[src/rtl/athena_vreg_pkg.sv]
// Shared types and constants for the video-register write arbiter.
// States, target address map, latched request record and strobe decode.
package athena_vreg_pkg;

  typedef enum logic [2:0] {
    IDLE,
    SETUP,
    STROBE,
    HOLD,
    DONE
  } vreg_state_t;

  localparam logic [1:0] VREG_MSB  = 2'd0;
  localparam logic [1:0] VREG_FSY  = 2'd1;
  localparam logic [1:0] VREG_COIN = 2'd2;
  localparam logic [1:0] VREG_RSVD = 2'd3;

  typedef struct packed {
    logic [1:0] addr;
    logic [7:0] data;
  } vreg_req_t;

  // Strobe vector ordered {COIN_COUNTERS, FSY, MSB}; the reserved address strobes nothing.
  function automatic logic [2:0] vreg_decode(input logic [1:0] addr);
    logic [2:0] strobe;
    strobe = 3'b000;
    case (addr)
      VREG_MSB:  strobe = 3'b001;
      VREG_FSY:  strobe = 3'b010;
      VREG_COIN: strobe = 3'b100;
      default:   strobe = 3'b000;
    endcase
    return strobe;
  endfunction

endpackage

[src/rtl/athena_vreg_write_arbiter_rr.sv]
// Two-requester round-robin grant (main vs sub) with a registered last-grant pointer.
// The grant is only offered while the write sequencer is idle.
module athena_rr_arb2 (
  input  logic clk_i,
  input  logic rst_ni,
  input  logic en_i,
  input  logic m_req_i,
  input  logic s_req_i,
  input  logic upd_i,
  input  logic upd_sub_i,
  output logic gnt_o,
  output logic gnt_sub_o
);

  // Reset value "sub was last" makes main win the first contested grant.
  logic last_sub_q;

  always_ff @(posedge clk_i or negedge rst_ni) begin
    if (!rst_ni) begin
      last_sub_q <= 1'b1;
    end else if (upd_i) begin
      last_sub_q <= upd_sub_i;
    end
  end

  always_comb begin
    gnt_o     = en_i && (m_req_i || s_req_i);
    gnt_sub_o = s_req_i && (!m_req_i || !last_sub_q);
  end

endmodule

[src/rtl/athena_vreg_write_arbiter.sv]
// Shares the VD byte bus and register strobes between main and sub CPU, sequencing
// every write as setup, one strobe cycle, hold, then a one-cycle acknowledge.
module athena_vreg_write_arbiter
  import athena_vreg_pkg::*;
#(
  parameter int HOLD_CYCLES  = 1,
  parameter int SETUP_CYCLES = 1
) (
  input  logic        clk,
  input  logic        VIDEO_RSTn,
  input  logic        m_req,
  input  logic [1:0]  m_addr,
  input  logic [7:0]  m_data,
  output logic        m_ack,
  input  logic        s_req,
  input  logic [1:0]  s_addr,
  input  logic [7:0]  s_data,
  output logic        s_ack,
  output logic [7:0]  VD_out,
  output logic        MSB,
  output logic        FSY,
  output logic        COIN_COUNTERS,
  output logic        busy,
  output logic        bad_addr,
  output vreg_state_t dbg_state_o
);

  if (SETUP_CYCLES < 1 || SETUP_CYCLES > 7) begin : g_bad_setup
    $error("SETUP_CYCLES must be in 1..7");
  end
  if (HOLD_CYCLES < 1 || HOLD_CYCLES > 7) begin : g_bad_hold
    $error("HOLD_CYCLES must be in 1..7");
  end

  localparam logic [2:0] SETUP_LOAD = 3'(SETUP_CYCLES - 1);
  localparam logic [2:0] HOLD_LOAD  = 3'(HOLD_CYCLES - 1);

  // Handshake: a requester raises req with addr/data and holds req until it samples
  // its ack high for one cycle; addr/data are captured only at the grant edge.
  vreg_state_t state_q;
  logic [2:0]  cnt_q;
  vreg_req_t   req_q;
  logic        sub_q;
  logic [7:0]  vd_q;
  logic [2:0]  strobe_q;
  logic        m_ack_q, s_ack_q, bad_q, busy_q;
  logic        gnt, gnt_sub;

  athena_rr_arb2 u_arb (
    .clk_i     (clk),
    .rst_ni    (VIDEO_RSTn),
    .en_i      (state_q == IDLE),
    .m_req_i   (m_req),
    .s_req_i   (s_req),
    .upd_i     (state_q == DONE),
    .upd_sub_i (sub_q),
    .gnt_o     (gnt),
    .gnt_sub_o (gnt_sub)
  );

  always_ff @(posedge clk or negedge VIDEO_RSTn) begin
    if (!VIDEO_RSTn) begin
      state_q  <= IDLE;
      cnt_q    <= '0;
      req_q    <= '0;
      sub_q    <= 1'b0;
      vd_q     <= '0;
      strobe_q <= '0;
      m_ack_q  <= 1'b0;
      s_ack_q  <= 1'b0;
      bad_q    <= 1'b0;
      busy_q   <= 1'b0;
    end else begin
      strobe_q <= '0;
      m_ack_q  <= 1'b0;
      s_ack_q  <= 1'b0;
      bad_q    <= 1'b0;
      case (state_q)
        IDLE: begin
          if (gnt) begin
            req_q   <= gnt_sub ? {s_addr, s_data} : {m_addr, m_data};
            vd_q    <= gnt_sub ? s_data : m_data;
            sub_q   <= gnt_sub;
            cnt_q   <= SETUP_LOAD;
            busy_q  <= 1'b1;
            state_q <= SETUP;
          end
        end
        SETUP: begin
          if (cnt_q == 3'd0) begin
            strobe_q <= vreg_decode(req_q.addr);
            state_q  <= STROBE;
          end else begin
            cnt_q <= cnt_q - 3'd1;
          end
        end
        STROBE: begin
          cnt_q   <= HOLD_LOAD;
          state_q <= HOLD;
        end
        HOLD: begin
          if (cnt_q == 3'd0) begin
            m_ack_q <= !sub_q;
            s_ack_q <= sub_q;
            bad_q   <= (req_q.addr == VREG_RSVD);
            state_q <= DONE;
          end else begin
            cnt_q <= cnt_q - 3'd1;
          end
        end
        DONE: begin
          busy_q  <= 1'b0;
          state_q <= IDLE;
        end
        default: state_q <= IDLE;
      endcase
    end
  end

  // VD_out is never cleared between writes; only reset zeroes it.
  assign VD_out        = vd_q;
  assign MSB           = strobe_q[0];
  assign FSY           = strobe_q[1];
  assign COIN_COUNTERS = strobe_q[2];
  assign m_ack         = m_ack_q;
  assign s_ack         = s_ack_q;
  assign bad_addr      = bad_q;
  assign busy          = busy_q;
  assign dbg_state_o   = state_q;

endmodule

[config.mk]
export PLATFORM = sky130hd
export DESIGN_NAME = athena_vreg_write_arbiter
export DESIGN_NICKNAME = d
export VERILOG_FILES = /design/src/rtl/athena_vreg_pkg.sv /design/src/rtl/athena_vreg_write_arbiter_rr.sv /design/src/rtl/athena_vreg_write_arbiter.sv
export SDC_FILE = /design/constraint.sdc
export NUM_CORES = 1
export LEC_CHECK = 0
export ABC_CLOCK_PERIOD_IN_PS = 2400
export BUFFER_PORTS_ARGS = -buffer_cell sky130_fd_sc_hd__buf_4
export CORE_UTILIZATION = 50
export CTS_CLUSTER_DIAMETER = 50
export DETAILED_ROUTE_END_ITERATION = 8
export PLACE_DENSITY = 0.8
export SETUP_SLACK_MARGIN = 0.1
export SLEW_MARGIN = 0
export SYNTH_ARGS = -nofsm -noshare
export SYNTH_HDL_FRONTEND = slang
export SYNTH_SLANG_ARGS = --single-unit
[constraint.sdc]
create_clock -name clk -period 2.4 [get_ports clk]
set_clock_uncertainty 0.05 [all_clocks]
set_input_delay 0.24 -clock clk [delete_from_list [all_inputs] [get_ports clk]]
set_output_delay 0.24 -clock clk [all_outputs]
set_load 0.1 [all_outputs]
* Word-level counts from Yosys, hierarchy flattened
Index checks and enable logic that the tools add are counted.
W data, S select, Z words.
** Storage, ports and cells
- Bits in registers :: 25
- Output and inout bits :: 18
** Operators by class
- Multiplexer cells :: 20
- Reductions and logical operators :: 17
- Eq/ne operators :: 11
- Add/sub/neg operators :: 1
** Operators with widths (count)
- $mux W3 :: 7
- $pmux W3 S3 :: 2
- $pmux W3 S4 :: 1
- $mux W10 :: 1
- $mux W8 :: 1
- $ne A2 B2 Y1 const B :: 4
- $mux W1 :: 7
- $eq A3 B2 Y1 const B :: 2
- $logic_not A3 Y1 :: 2
- $reduce_and A3 Y1 :: 2
- $eq A2 B2 Y1 const B :: 2
- $reduce_and A2 Y1 :: 2
- $eq A3 B1 Y1 const B :: 1
- $eq A3 B3 Y1 const B :: 1
- $logic_not A1 Y1 :: 3
- $reduce_bool A3 Y1 :: 1
- $sub A3 B1 Y3 const B :: 1
- $eq A2 B1 Y1 const B :: 1
- $logic_and A1 B1 Y1 :: 2
- $logic_not A2 Y1 :: 1
- $logic_or A1 B1 Y1 :: 2
- $pmux W1 S2 :: 1
- $reduce_bool A2 Y1 :: 1
- $reduce_or A2 Y1 :: 1

* Logic depth before layout (Yosys ltp)
Gate-level depths: netlist of run 1.
- Depth after elaboration :: 4
- Depth in mapped cells :: 6
- Gate-level depth less buffers :: 6

* Modules after synthesis
Synthesis of run 1 repeated with hierarchy kept, for this count alone.
** Second synthesis, totals
- Cell total of the unflattened synthesis :: 100
- Area, all modules :: 1172.4 um2
** Modules (own cells, without submodules)
- athena_vreg_write_arbiter :: area an instance 1116.1 um2, sequential area each 600.6 um2, cells each 96, instances 1
- athena_rr_arb2 :: area an instance 56.3 um2, sequential area each 26.3 um2, cells each 4, instances 1

* Worst setup path before layout of run 1
OpenSTA, ideal clock, no wires.
- Path type :: register -> register
- From :: register state_q[1] (netlist: dbg_state_o[1])
- To :: register cnt_q[0]
- Data required time :: 2.232 ns
- Cell stages (with the launch flop) :: 5
- Library setup time :: 0.118 ns
- Buffers on the path :: 1
- Slack :: 0.465 ns
- Arrival :: 1.767 ns
- Cell sequence :: dfrtp_1 > buf_4 > nor2_4 > a221o_1 > a21o_1
** On the way
- Longest elaborated chain between the ends :: 4
- Elaborated cells between the ends (all ways) :: 11
- Classes of those cells :: eq/ne (5); mux (1); reduce/logical (5)
** RTL lines
- start, declared :: RTL line athena_vreg_write_arbiter.sv:40 : vreg_state_t state_q;
- start signal, assigned :: RTL line athena_vreg_write_arbiter.sv:63 : state_q <= IDLE;
- start signal, assigned :: RTL line athena_vreg_write_arbiter.sv:86 : state_q <= SETUP;
- start signal, assigned :: RTL line athena_vreg_write_arbiter.sv:92 : state_q <= STROBE;
- $eq A3 B2 Y1 (tied with other cells) :: RTL line athena_vreg_write_arbiter.sv:78 : case (state_q)
- $reduce_or A2 Y1 (no source line) or $logic_and A1 B1 Y1 (tied branches)
- $ne A2 B2 Y1 (no source line) or $reduce_bool A3 Y1 (tied branches)
- $reduce_and A3 Y1 (no source line)
- end signal, assigned :: RTL line athena_vreg_write_arbiter.sv:94 : cnt_q <= cnt_q - 3'd1;
- end signal, assigned :: RTL line athena_vreg_write_arbiter.sv:108 : cnt_q <= cnt_q - 3'd1;
- end, declared :: RTL line athena_vreg_write_arbiter.sv:41 : logic [2:0] cnt_q;
Several ways; a longest one is shown, not always the timed one.
A chain may end at the register's enable or synchronous reset.

* Final worst setup path of run 1
- From :: register cnt_q[0]
- To :: register cnt_q[0]
** On the way
- Longest elaborated chain between the ends :: 3
- Elaborated cells between the ends (all ways) :: 6
- Classes of those cells :: add/sub (1); eq/ne (1); mux (2); reduce/logical (2)
** RTL lines
- $sub A3 B1 Y3 or $logic_not A3 Y1 (tied branches)
- $mux W3 or $ne A2 B2 Y1 (tied branches)
- $pmux W3 S3 or $reduce_and A3 Y1 (tied branches)
Several ways; a longest one is shown, not always the timed one. The select of a mux whose other input is x is not followed.

==> results of run 1 <==
[path summary, 6_finish.rpt]
check                                          endpoint  slack, ns  depth (start not counted)
setup / recovery                   cnt_q[0]$_DFFE_PN0P_       0.71                          5
hold / removal                    VD_out[5]$_DFFE_PN0P_       0.12                          2
setup reg to reg                   cnt_q[0]$_DFFE_PN0P_       0.71                          5
hold reg to reg                    cnt_q[1]$_DFFE_PN0P_       0.44                          1
max in group asynchronous  u_arb.last_sub_q$_DFFE_PN1P_       1.73                          2
min in group asynchronous         strobe_q[2]$_DFF_PN0_       0.28                          2
[layout by cell type, fill, tap and decap left out, types with 2 or more instances in the layout]
| cell type | netlist | final |
|---|---|---|
| and3_1 | 2 | 2 |
| nor2_1 | 2 | 2 |
| a21o_1 | 4 | 4 |
| nand2_1 | 13 | 13 |
| inv_1 | 4 | 4 |
| a21oi_1 | 10 | 10 |
| nor2b_1 | 2 | 2 |
| nor4b_1 | 5 | 5 |
| buf_4 | 2 | 41 |
| ha_1 | 2 | 2 |
| o221a_2 | 10 | 10 |
| clkbuf_4 | 0 | 3 |
| dfrtp_1 | 24 | 24 |
[layout make-up]
type | instances | area (um^2) | share of cell area
clock inverter | 1 | 5.005 | 0.003353
clock buffer | 3 | 22.52 | 0.01509
multi-input combinational | 61 | 470.5 | 0.3152
tap | 28 | 35.03 | 0.02347
inverter | 4 | 15.01 | 0.01006
sequential | 25 | 626.9 | 0.4200
timing repair buffer | 42 | 317.8 | 0.2129
[through the flow]
step | hold slack (ns) | cells | instance area, um^2
6_report | 0.1167 | 164 | 1493
5_1_grt | 0.1084 | 164 | 1493
4_1_cts | 0.1175 | 164 | 1493
3_5_place_dp | 0.1086 | 159 | 1455
3_3_place_gp | 0.1040 | 159 | 1455
2_1_floorplan | -0.1056 | 98 | 1181
[worst reg2reg max path, delay by kind of cell, from the launching register on]
kind	cells	cell delay, ns
DFF	1	0.39
AOI/OAI and AO/OA	2	0.63
adders and majority gates	2	0.46
buffers and inverters	1	0.06
[registers in the layout, summed over array words and instances, names as in the netlist]
register	count
VD_out	8
cnt_q	3
dbg_state_o	3
strobe_q	3
req_q	2
bad_addr	1
busy	1
m_ack	1
s_ack	1
sub_q	1
u_arb.last_sub_q	1
[metal layers]
| metal | wire length (um) | vias up |
|---|---|---|
| li1 | - | 435 |
| met1 | 1055 | 462 |
| met2 | 1335 | 31 |
| met3 | 84 | 5 |
| met4 | 44 | 0 |
| met5 | 0 | - |
[cell families (layout without fill, tap and decap cells)]
logic type | count (synthesis) | after routing | share of synthesized area
simple gates | 31 | 31 | 0.1822
compound gates | 26 | 26 | 0.1780
fa+ha+maj | 2 | 2 | 0.02118
xor+xnor | 1 | 1 | 0.007417
flops | 25 | 25 | 0.5307
mux | 1 | 1 | 0.009533
buf+inv | 12 | 50 | 0.07096
[what timing repair did]
| action | 4_1_cts | 5_1_grt |
|---|---|---|
| setup endpoints to repair | 0 | 0 |
| hold buffers | 1 | 0 |
| endpoints found under the hold margin | 24 | 0 |
==> flow_metrics.py, run 1 <==
metrics = {
    "outcome": {
        "outcome": "completed",
    },
    "placement": {
        "dp_hpwl_um": 1790,
        "gp_congestion": 0.6791,
        "portBuffers": 41,
        "pre_cts_slack_ns": 0.7675,
    },
    "synth": {
        "syn-mean-instance-area_um2": 12.05,
        "synth_nets": 124,
        "ys_seq_area_frac": 0.5307,
        "syn_area_um2": 1181,
        "synth.most_common_cell": "dfrtp_1",
        "synth_top_area_cell": "dfrtp_1",
        "synthTopCellsByArea": "dfrtp_1, o221a_2, a21oi_1, nand2_1, buf_6",
        "synthCells": 98,
        "yosys.area.top_type_share": 0.5085,
        "ys_warn_count": 0,
        "synthFlopType": "dfrtp_1",
        "synth_edf_count": 0,
        "ys_ff_latch": 25,
        "yosys.cell_types.count": 27,
        "synth_common_cells": "dfrtp_1, nand2_1, a21oi_1, o221a_2, nor4b_1",
        "synthArstFlopShare": 1.000,
    },
    "floorplanning": {
        "row_count": 17,
        "pin_count": 42,
        "initial_utilization": 0.5339,
        "die_area_um2": 2561,
        "die_x_um": 50.61,
        "core_um2": 2212,
        "fp.dieH_um": 50.61,
    },
    "cts": {
        "root_buffer": "clkbuf_4",
        "clock_latency_ns": 0.33,
        "clk_pin_slew_ns": 0.14,
        "numCtsBuffers": 3,
        "cts_tree": "done",
        "cts_max_level": 1,
        "clock_path_buffers": 2,
        "postCtsResizedCells": 0,
        "cts_setup_buffers": 0,
        "clock_sinks": 25,
    },
    "global_routing": {
        "grtUsageMet2": 0.3778,
        "grt_pass1_wl_um": 4188,
        "grt_util_met1": 0.2754,
        "use_met3": 0.03030,
        "gr-max-usage-layer": "met2",
        "antenna_found_initial": 0,
        "grt_pass1_vias": 907,
        "grt_overflow": 0,
        "gr-usage-all-layers": 0.2232,
        "grt_max_degree": 26,
    },
    "worst_setup_path": {
        "worstPathArrival_ns": 1.87,
        "slowest_stage": "a221o_1",
        "crit_family": "compound AO/OA/AOI/OAI gates",
        "slowest_delay_ns": 0.43,
        "path_cells": "inv_1 -> ha_1 -> ha_1 -> a221o_1 -> a21o_1",
        "cpMostUsedCell": "ha_1",
        "path_max_fanout": 7,
        "critPathLaunch": "cnt_q[0]$_DFFE_PN0P_",
        "criticalPathCategory": "register to register",
        "start_kind": "register",
        "timing.critical_path.buf_inv": 1,
        "r2r-start": "cnt_q[0]$_DFFE_PN0P_",
        "required_ns": 2.58,
        "endpoint_kind": "register",
    },
    "sta": {
        "setup_viol": 0,
        "slew_headroom": 0.5790,
        "layout_setup_ws_ns": 0.7100,
        "min_period_over_period": 0.7042,
        "drv_slew": 0,
        "tightest_slew_ns": 0.6268,
        "layout_min_cycle_time_ns": 1.690,
        "fin_setup_tns_ns": 0,
        "hold_viol_final": 0,
        "fmax_mhz": 591.7,
        "rsz0062_at_grt": "false",
    },
    "drt": {
        "postRouteAntennaNets": 0,
        "dr.pass1.iters": 4,
        "routed_wl_um": 2519,
        "num_vias": 933,
        "routed_via_density": 5.689,
        "dr.first_iter.drc_count": 39,
        "drc": 0,
        "wire_per_inst_um": 15.36,
    },
    "min_path": {
        "min_path_type": "input port to register",
        "min_from": "m_data[5]",
    },
    "layout": {
        "area_growth_pct": 26.38,
        "utilization": 0.6748,
        "layout.nets": 163,
        "drive_gt1_frac": 0.4485,
        "diodes": 0,
        "fillers": 177,
    },
    "run": {
        "maxCapViolCount": 0,
    },
}
Power of run 1 is not shown: default switching activity piles up to over one toggle a cycle in this logic, so the estimate is an artifact.
==> run 2: changes to the inputs <==
--- a/config.mk
+++ b/config.mk
@@ -5,12 +5,12 @@
 export SDC_FILE = /design/constraint.sdc
 export NUM_CORES = 1
 export LEC_CHECK = 0
-export ABC_CLOCK_PERIOD_IN_PS = 2400
+export ABC_CLOCK_PERIOD_IN_PS = 1700
 export BUFFER_PORTS_ARGS = -buffer_cell sky130_fd_sc_hd__buf_4
-export CORE_UTILIZATION = 50
+export CORE_UTILIZATION = 48
 export CTS_CLUSTER_DIAMETER = 50
 export DETAILED_ROUTE_END_ITERATION = 8
-export PLACE_DENSITY = 0.8
+export PLACE_DENSITY = 0.77
 export SETUP_SLACK_MARGIN = 0.1
 export SLEW_MARGIN = 0
 export SYNTH_ARGS = -nofsm -noshare
==> constraint.sdc (replaced) <==
create_clock -name clk -period 1.7 [get_ports clk]
set_clock_uncertainty 0.05 [all_clocks]
set_input_delay 0.17 -clock clk [delete_from_list [all_inputs] [get_ports clk]]
set_output_delay 0.17 -clock clk [all_outputs]
set_load 0.1 [all_outputs]
==> run 2 against run 1 <==
Against the previous run: critical path type unchanged; global-route usage down 1.5 points; core utilization up 0.53 points; first-iteration DRC count shrank 51%; critical path depth decreased by 2; clock-buffer cell count is the same.
==> flow_metrics.py, run 2 (synthesis gave the netlist of run 1 again) <==
metrics = {
    "cts": {
        "root_buffer": "clkbuf_4",
        "clock_latency_ns": 0.32,
        "clock_sinks": 25,
        "cts_tree": "done",
        "cts_max_level": 1,
        "numCtsBuffers": 3,
        "clock_path_buffers": 2,
        "clk_pin_slew_ns": 0.14,
    },
    "floorplanning": {
        "row_count": 17,
        "fp.dieH_um": 51.61,
        "initial_utilization": 0.5190,
        "die_area_um2": 2663,
        "pin_count": 42,
        "die_x_um": 51.61,
        "core_um2": 2276,
    },
    "outcome": {
        "outcome": "completed",
    },
    "layout": {
        "layout_common_cells": "buf_4, dfrtp_1, nand2_1",
        "layout.nets": 168,
        "largest_reg_flops": 8,
        "drive_gt1_frac": 0.4965,
        "final_area_um2": 1548,
        "area_growth_pct": 31.04,
        "diodes": 0,
        "final_common_cell": "buf_4",
    },
    "run": {
        "maxCapViolCount": 0,
    },
    "sta": {
        "rsz0062_at_grt": "false",
        "tightest_slew_ns": 0.3332,
        "fmax_mhz": 650.9,
        "drv_slew": 0,
        "hold_viol_final": 0,
        "min_period_over_period": 0.9037,
        "fin_setup_tns_ns": 0,
        "layout_min_cycle_time_ns": 1.536,
        "setup_viol": 0,
        "slew_headroom": 0.7770,
    },
    "placement": {
        "gp_congestion": 0.7033,
        "place_area_um2": 1494,
        "portBuffers": 41,
        "dp_hpwl_um": 1808,
    },
    "drt": {
        "routed_wl_um": 2460,
        "dr.pass1.iters": 4,
        "wire_per_inst_um": 14.56,
        "dr.first_iter.drc_count": 19,
        "routed_via_density": 5.456,
        "drc": 0,
        "postRouteAntennaNets": 0,
        "num_vias": 922,
    },
    "global_routing": {
        "grt_pass1_vias": 902,
        "gr-usage-all-layers": 0.2078,
        "grt_max_degree": 26,
        "grt_overflow": 0,
        "grt_pass1_wl_um": 4008,
        "antenna_found_initial": 0,
    },
    "worst_setup_path": {
        "slowest_delay_ns": 0.57,
        "path_cells": "nor2_4 -> nand4b_2 -> o221a_2",
        "required_ns": 1.87,
        "start_kind": "register",
        "worst-path-stages": 3,
        "crit_family": "flip-flops",
        "rrSetupSlack_ns": 0.16,
        "r2r-start": "dbg_state_o[0]$_DFFE_PN0P_",
        "r2r-end": "VD_out[0]$_DFFE_PN0P_",
        "path_max_fanout": 11,
        "timing.critical_path.buf_inv": 0,
        "slowest_stage": "dfrtp_4",
        "criticalPathCategory": "register to register",
        "worstPathArrival_ns": 1.71,
        "endpoint_kind": "register",
        "worstRegToRegCells": 3,
    },
    "min_path": {
        "holdPathEnd": "VD_out[7]$_DFFE_PN0P_",
        "hold_depth": 2,
        "min_path_type": "input port to register",
        "min_from": "m_data[7]",
    },
}
[run 2: cell count changes in the layout (fill, tap and decap cells not counted), sizes merged]
cell / previous run / this run
buf: 41 / 46
clkinv: 1 / 0
clkinvlp: 0 / 1
[run 2: final cells by class]
type / instances / area, um^2
Fill cell: 175 / 728.2
Multi-Input combinational cell: 61 / 476.7
Inverter: 4 / 15.01
Clock inverter: 1 / 7.507
Tap cell: 28 / 35.03
Sequential cell: 25 / 635.6
Timing Repair Buffer: 47 / 355.3
Clock buffer: 3 / 22.52
[run 2: how the worst max path moves through the flow]
stage	from	endpoint	slack [ns]
6_report	dbg_state_o[0]$_DFFE_PN0P_	VD_out[0]$_DFFE_PN0P_	0.16
5_1_grt	dbg_state_o[0]$_DFFE_PN0P_	req_q[9]$_DFFE_PN0P_	0.11
4_1_cts	cnt_q[0]$_DFFE_PN0P_	cnt_q[0]$_DFFE_PN0P_	0.11
3_5_place_dp	cnt_q[0]$_DFFE_PN0P_	cnt_q[0]$_DFFE_PN0P_	0.13
3_3_place_gp	cnt_q[0]$_DFFE_PN0P_	cnt_q[2]$_DFFE_PN0P_	0.19
2_1_floorplan	dbg_state_o[2]$_DFFE_PN0P_	VD_out[0]$_DFFE_PN0P_	0.10
[run 2: repair_timing]
action,in CTS,in global routing
buffers inserted,0,1
setup endpoints to repair,0,3
hold endpoints to repair,25,0
hold buffers,1,0
gates resized for setup,0,1
[run 2: through the flow]
step / hold WS (ns) / cells / util / setup WS (ns)
after global routing: 0.04080 / 169 / 0.6800 / 0.1079
after floorplan: -0.1756 / 98 / - / 0.1009
after detailed placement: 0.03962 / 163 / 0.6564 / 0.1318
after CTS: 0.04637 / 168 / 0.6740 / 0.1124
after global placement: 0.03270 / 163 / 0.6564 / 0.1928
final: 0.06063 / 169 / 0.6800 / 0.1637
[run 2: worst reg2reg max path: cells and delay by family (launching register included)]
| kind | cells | cell delay [ns] |
|---|---|---|
| AOI/OAI and AO/OA | 1 | 0.36 |
| and+or+nand+nor | 2 | 0.47 |
| DFF | 1 | 0.57 |
[run 2: per-layer routing]
metal,GRT usage,wire length (um),up-vias
met5,0,0,-
met4,0.1036,33,0
li1,-,-,445
met3,0.02632,78,4
met1,0.2660,1050,450
met2,0.3442,1298,23
Power of run 2 is left out for the same reason.
==> run 3: changes to the inputs <==
--- a/config.mk
+++ b/config.mk
@@ -7,10 +7,9 @@
 export LEC_CHECK = 0
 export ABC_CLOCK_PERIOD_IN_PS = 1700
 export BUFFER_PORTS_ARGS = -buffer_cell sky130_fd_sc_hd__buf_4
-export CORE_UTILIZATION = 48
+export CORE_UTILIZATION = 30
 export CTS_CLUSTER_DIAMETER = 50
 export DETAILED_ROUTE_END_ITERATION = 8
-export PLACE_DENSITY = 0.77
 export SETUP_SLACK_MARGIN = 0.1
 export SLEW_MARGIN = 0
 export SYNTH_ARGS = -nofsm -noshare
==> run 3 against run 2 <==
Against the previous run: final cell count grew 11%; critical endpoint is now cnt_q[1]$_DFFE_PN0P_; critical path type unchanged; maximum frequency increased by 0.21%; setup slack better by 0.0032 ns; largest cell class unchanged; wire length increased by 2.4%.
==> flow_metrics.py, run 3 (synthesis gave the netlist of run 1 again) <==
metrics = {
    "outcome": {
        "outcome": "completed",
    },
    "worst_setup_path": {
        "path_max_fanout": 4,
        "endpoint_kind": "register",
        "required_ns": 1.81,
        "worstPathArrival_ns": 1.64,
        "start_kind": "register",
        "criticalPathCategory": "register to register",
    },
    "sta": {
        "hold_slack_ns": 0.1231,
        "rsz0062_at_grt": "false",
        "slew_headroom": 0.7850,
        "fin_setup_tns_ns": 0,
        "fmax_mhz": 652.3,
        "min_period_over_period": 0.9018,
        "hold_viol_final": 0,
        "tightest_slew_ns": 0.3213,
        "drv_slew": 0,
        "setup_viol": 0,
        "layout_min_cycle_time_ns": 1.533,
    },
    "global_routing": {
        "antenna_found_initial": 0,
        "grt_pass1_vias": 890,
        "grt_pass1_wl_um": 4146,
        "grt_max_degree": 26,
        "grt_overflow": 0,
        "gr-usage-all-layers": 0.1296,
    },
    "floorplanning": {
        "row_count": 22,
        "pin_count": 42,
        "initial_utilization": 0.3178,
        "fp.dieH_um": 64.75,
        "die_x_um": 64.75,
        "core_um2": 3716,
        "die_area_um2": 4192,
    },
    "layout": {
        "diodes": 0,
        "fillers": 355,
        "largest_reg_flops": 8,
        "utilization": 0.4256,
        "final_common_cell": "buf_4",
        "drive_gt1_frac": 0.4929,
        "layout.nets": 167,
        "multi_input_area_um2": 476.7,
        "seq_area_um2": 635.6,
        "area_growth_pct": 33.90,
        "layout_common_cells": "buf_4, dfrtp_1, nand2_1",
    },
    "drt": {
        "postRouteAntennaNets": 0,
        "num_vias": 904,
        "dr.pass1.iters": 4,
        "routed_wl_um": 2518,
        "drc": 0,
        "dr.first_iter.drc_count": 15,
        "wire_per_inst_um": 13.39,
        "routed_via_density": 4.809,
    },
    "cts": {
        "numCtsBuffers": 3,
        "clock_sinks": 25,
        "root_buffer": "clkbuf_8",
        "cts_tree": "done",
        "clock_path_buffers": 2,
        "cts_setup_buffers": 0,
        "clk_pin_slew_ns": 0.08,
        "clock_latency_ns": 0.26,
        "cts_max_level": 1,
    },
    "placement": {
        "dp_hpwl_um": 1817,
        "portBuffers": 41,
        "gp_congestion": 0.7550,
    },
    "run": {
        "maxCapViolCount": 0,
    },
    "min_path": {
        "min_path_type": "input port to register",
    },
}
[run 3: cell count changes in the layout (fill, tap and decap cells not counted), sizes merged]
cell and delta:
clkinvlp -1, buf -1, clkinv +1
[run 3: critical path: stages (launching register included)]
cell and delay [ns]:
dfrtp_1 0.38, inv_1 0.05, ha_1 0.20, ha_1 0.19
a221o_1 0.37, a21o_1 0.19
[run 3: final cells by class]
class,count,area share
Sequential cell,25,0.4019
Clock inverter,1,0.003165
Clock buffer,3,0.02611
Tap cell,48,0.03797
Inverter,4,0.009494
Timing Repair Buffer,46,0.2199
Multi-Input combinational cell,61,0.3014
[run 3: stage by stage]
step	setup slack, ns	instance area, um^2	std cells
2_1_floorplan	0.1009	1190	98
3_3_place_gp	0.2001	1519	183
3_5_place_dp	0.1398	1519	183
4_1_cts	0.1262	1575	188
5_1_grt	0.1038	1582	188
6_report	0.1669	1582	188
[run 3: layer usage]
metal,GRT usage,part of all wire
met4,0.07222,0.013
met5,0,0
met2,0.2201,0.52
met3,0.01937,0.037
met1,0.1552,0.43
[run 3: final timing paths]
check | cells past startpoint | slack [ns] | end | from
min | 2 | 0.12 | VD_out[6]$_DFFE_PN0P_ | m_data[6]
max in group asynchronous | 2 | 1.03 | u_arb.last_sub_q$_DFFE_PN1P_ | VIDEO_RSTn
max reg2reg | 5 | 0.17 | cnt_q[1]$_DFFE_PN0P_ | cnt_q[0]$_DFFE_PN0P_
min in group asynchronous | 2 | 0.29 | cnt_q[2]$_DFFE_PN0P_ | VIDEO_RSTn
max | 5 | 0.17 | cnt_q[1]$_DFFE_PN0P_ | cnt_q[0]$_DFFE_PN0P_
min reg2reg | 1 | 0.43 | m_ack$_DFF_PN0_ | sub_q$_DFFE_PN0P_
[run 3: what timing repair did]
action / 4_1_cts / 5_1_grt
hold buffers: 1 / 0
gates resized for setup: 0 / 1
endpoints found under the hold margin: 24 / 0
setup endpoints to repair: 0 / 4
Power of run 3 is left out for the same reason.
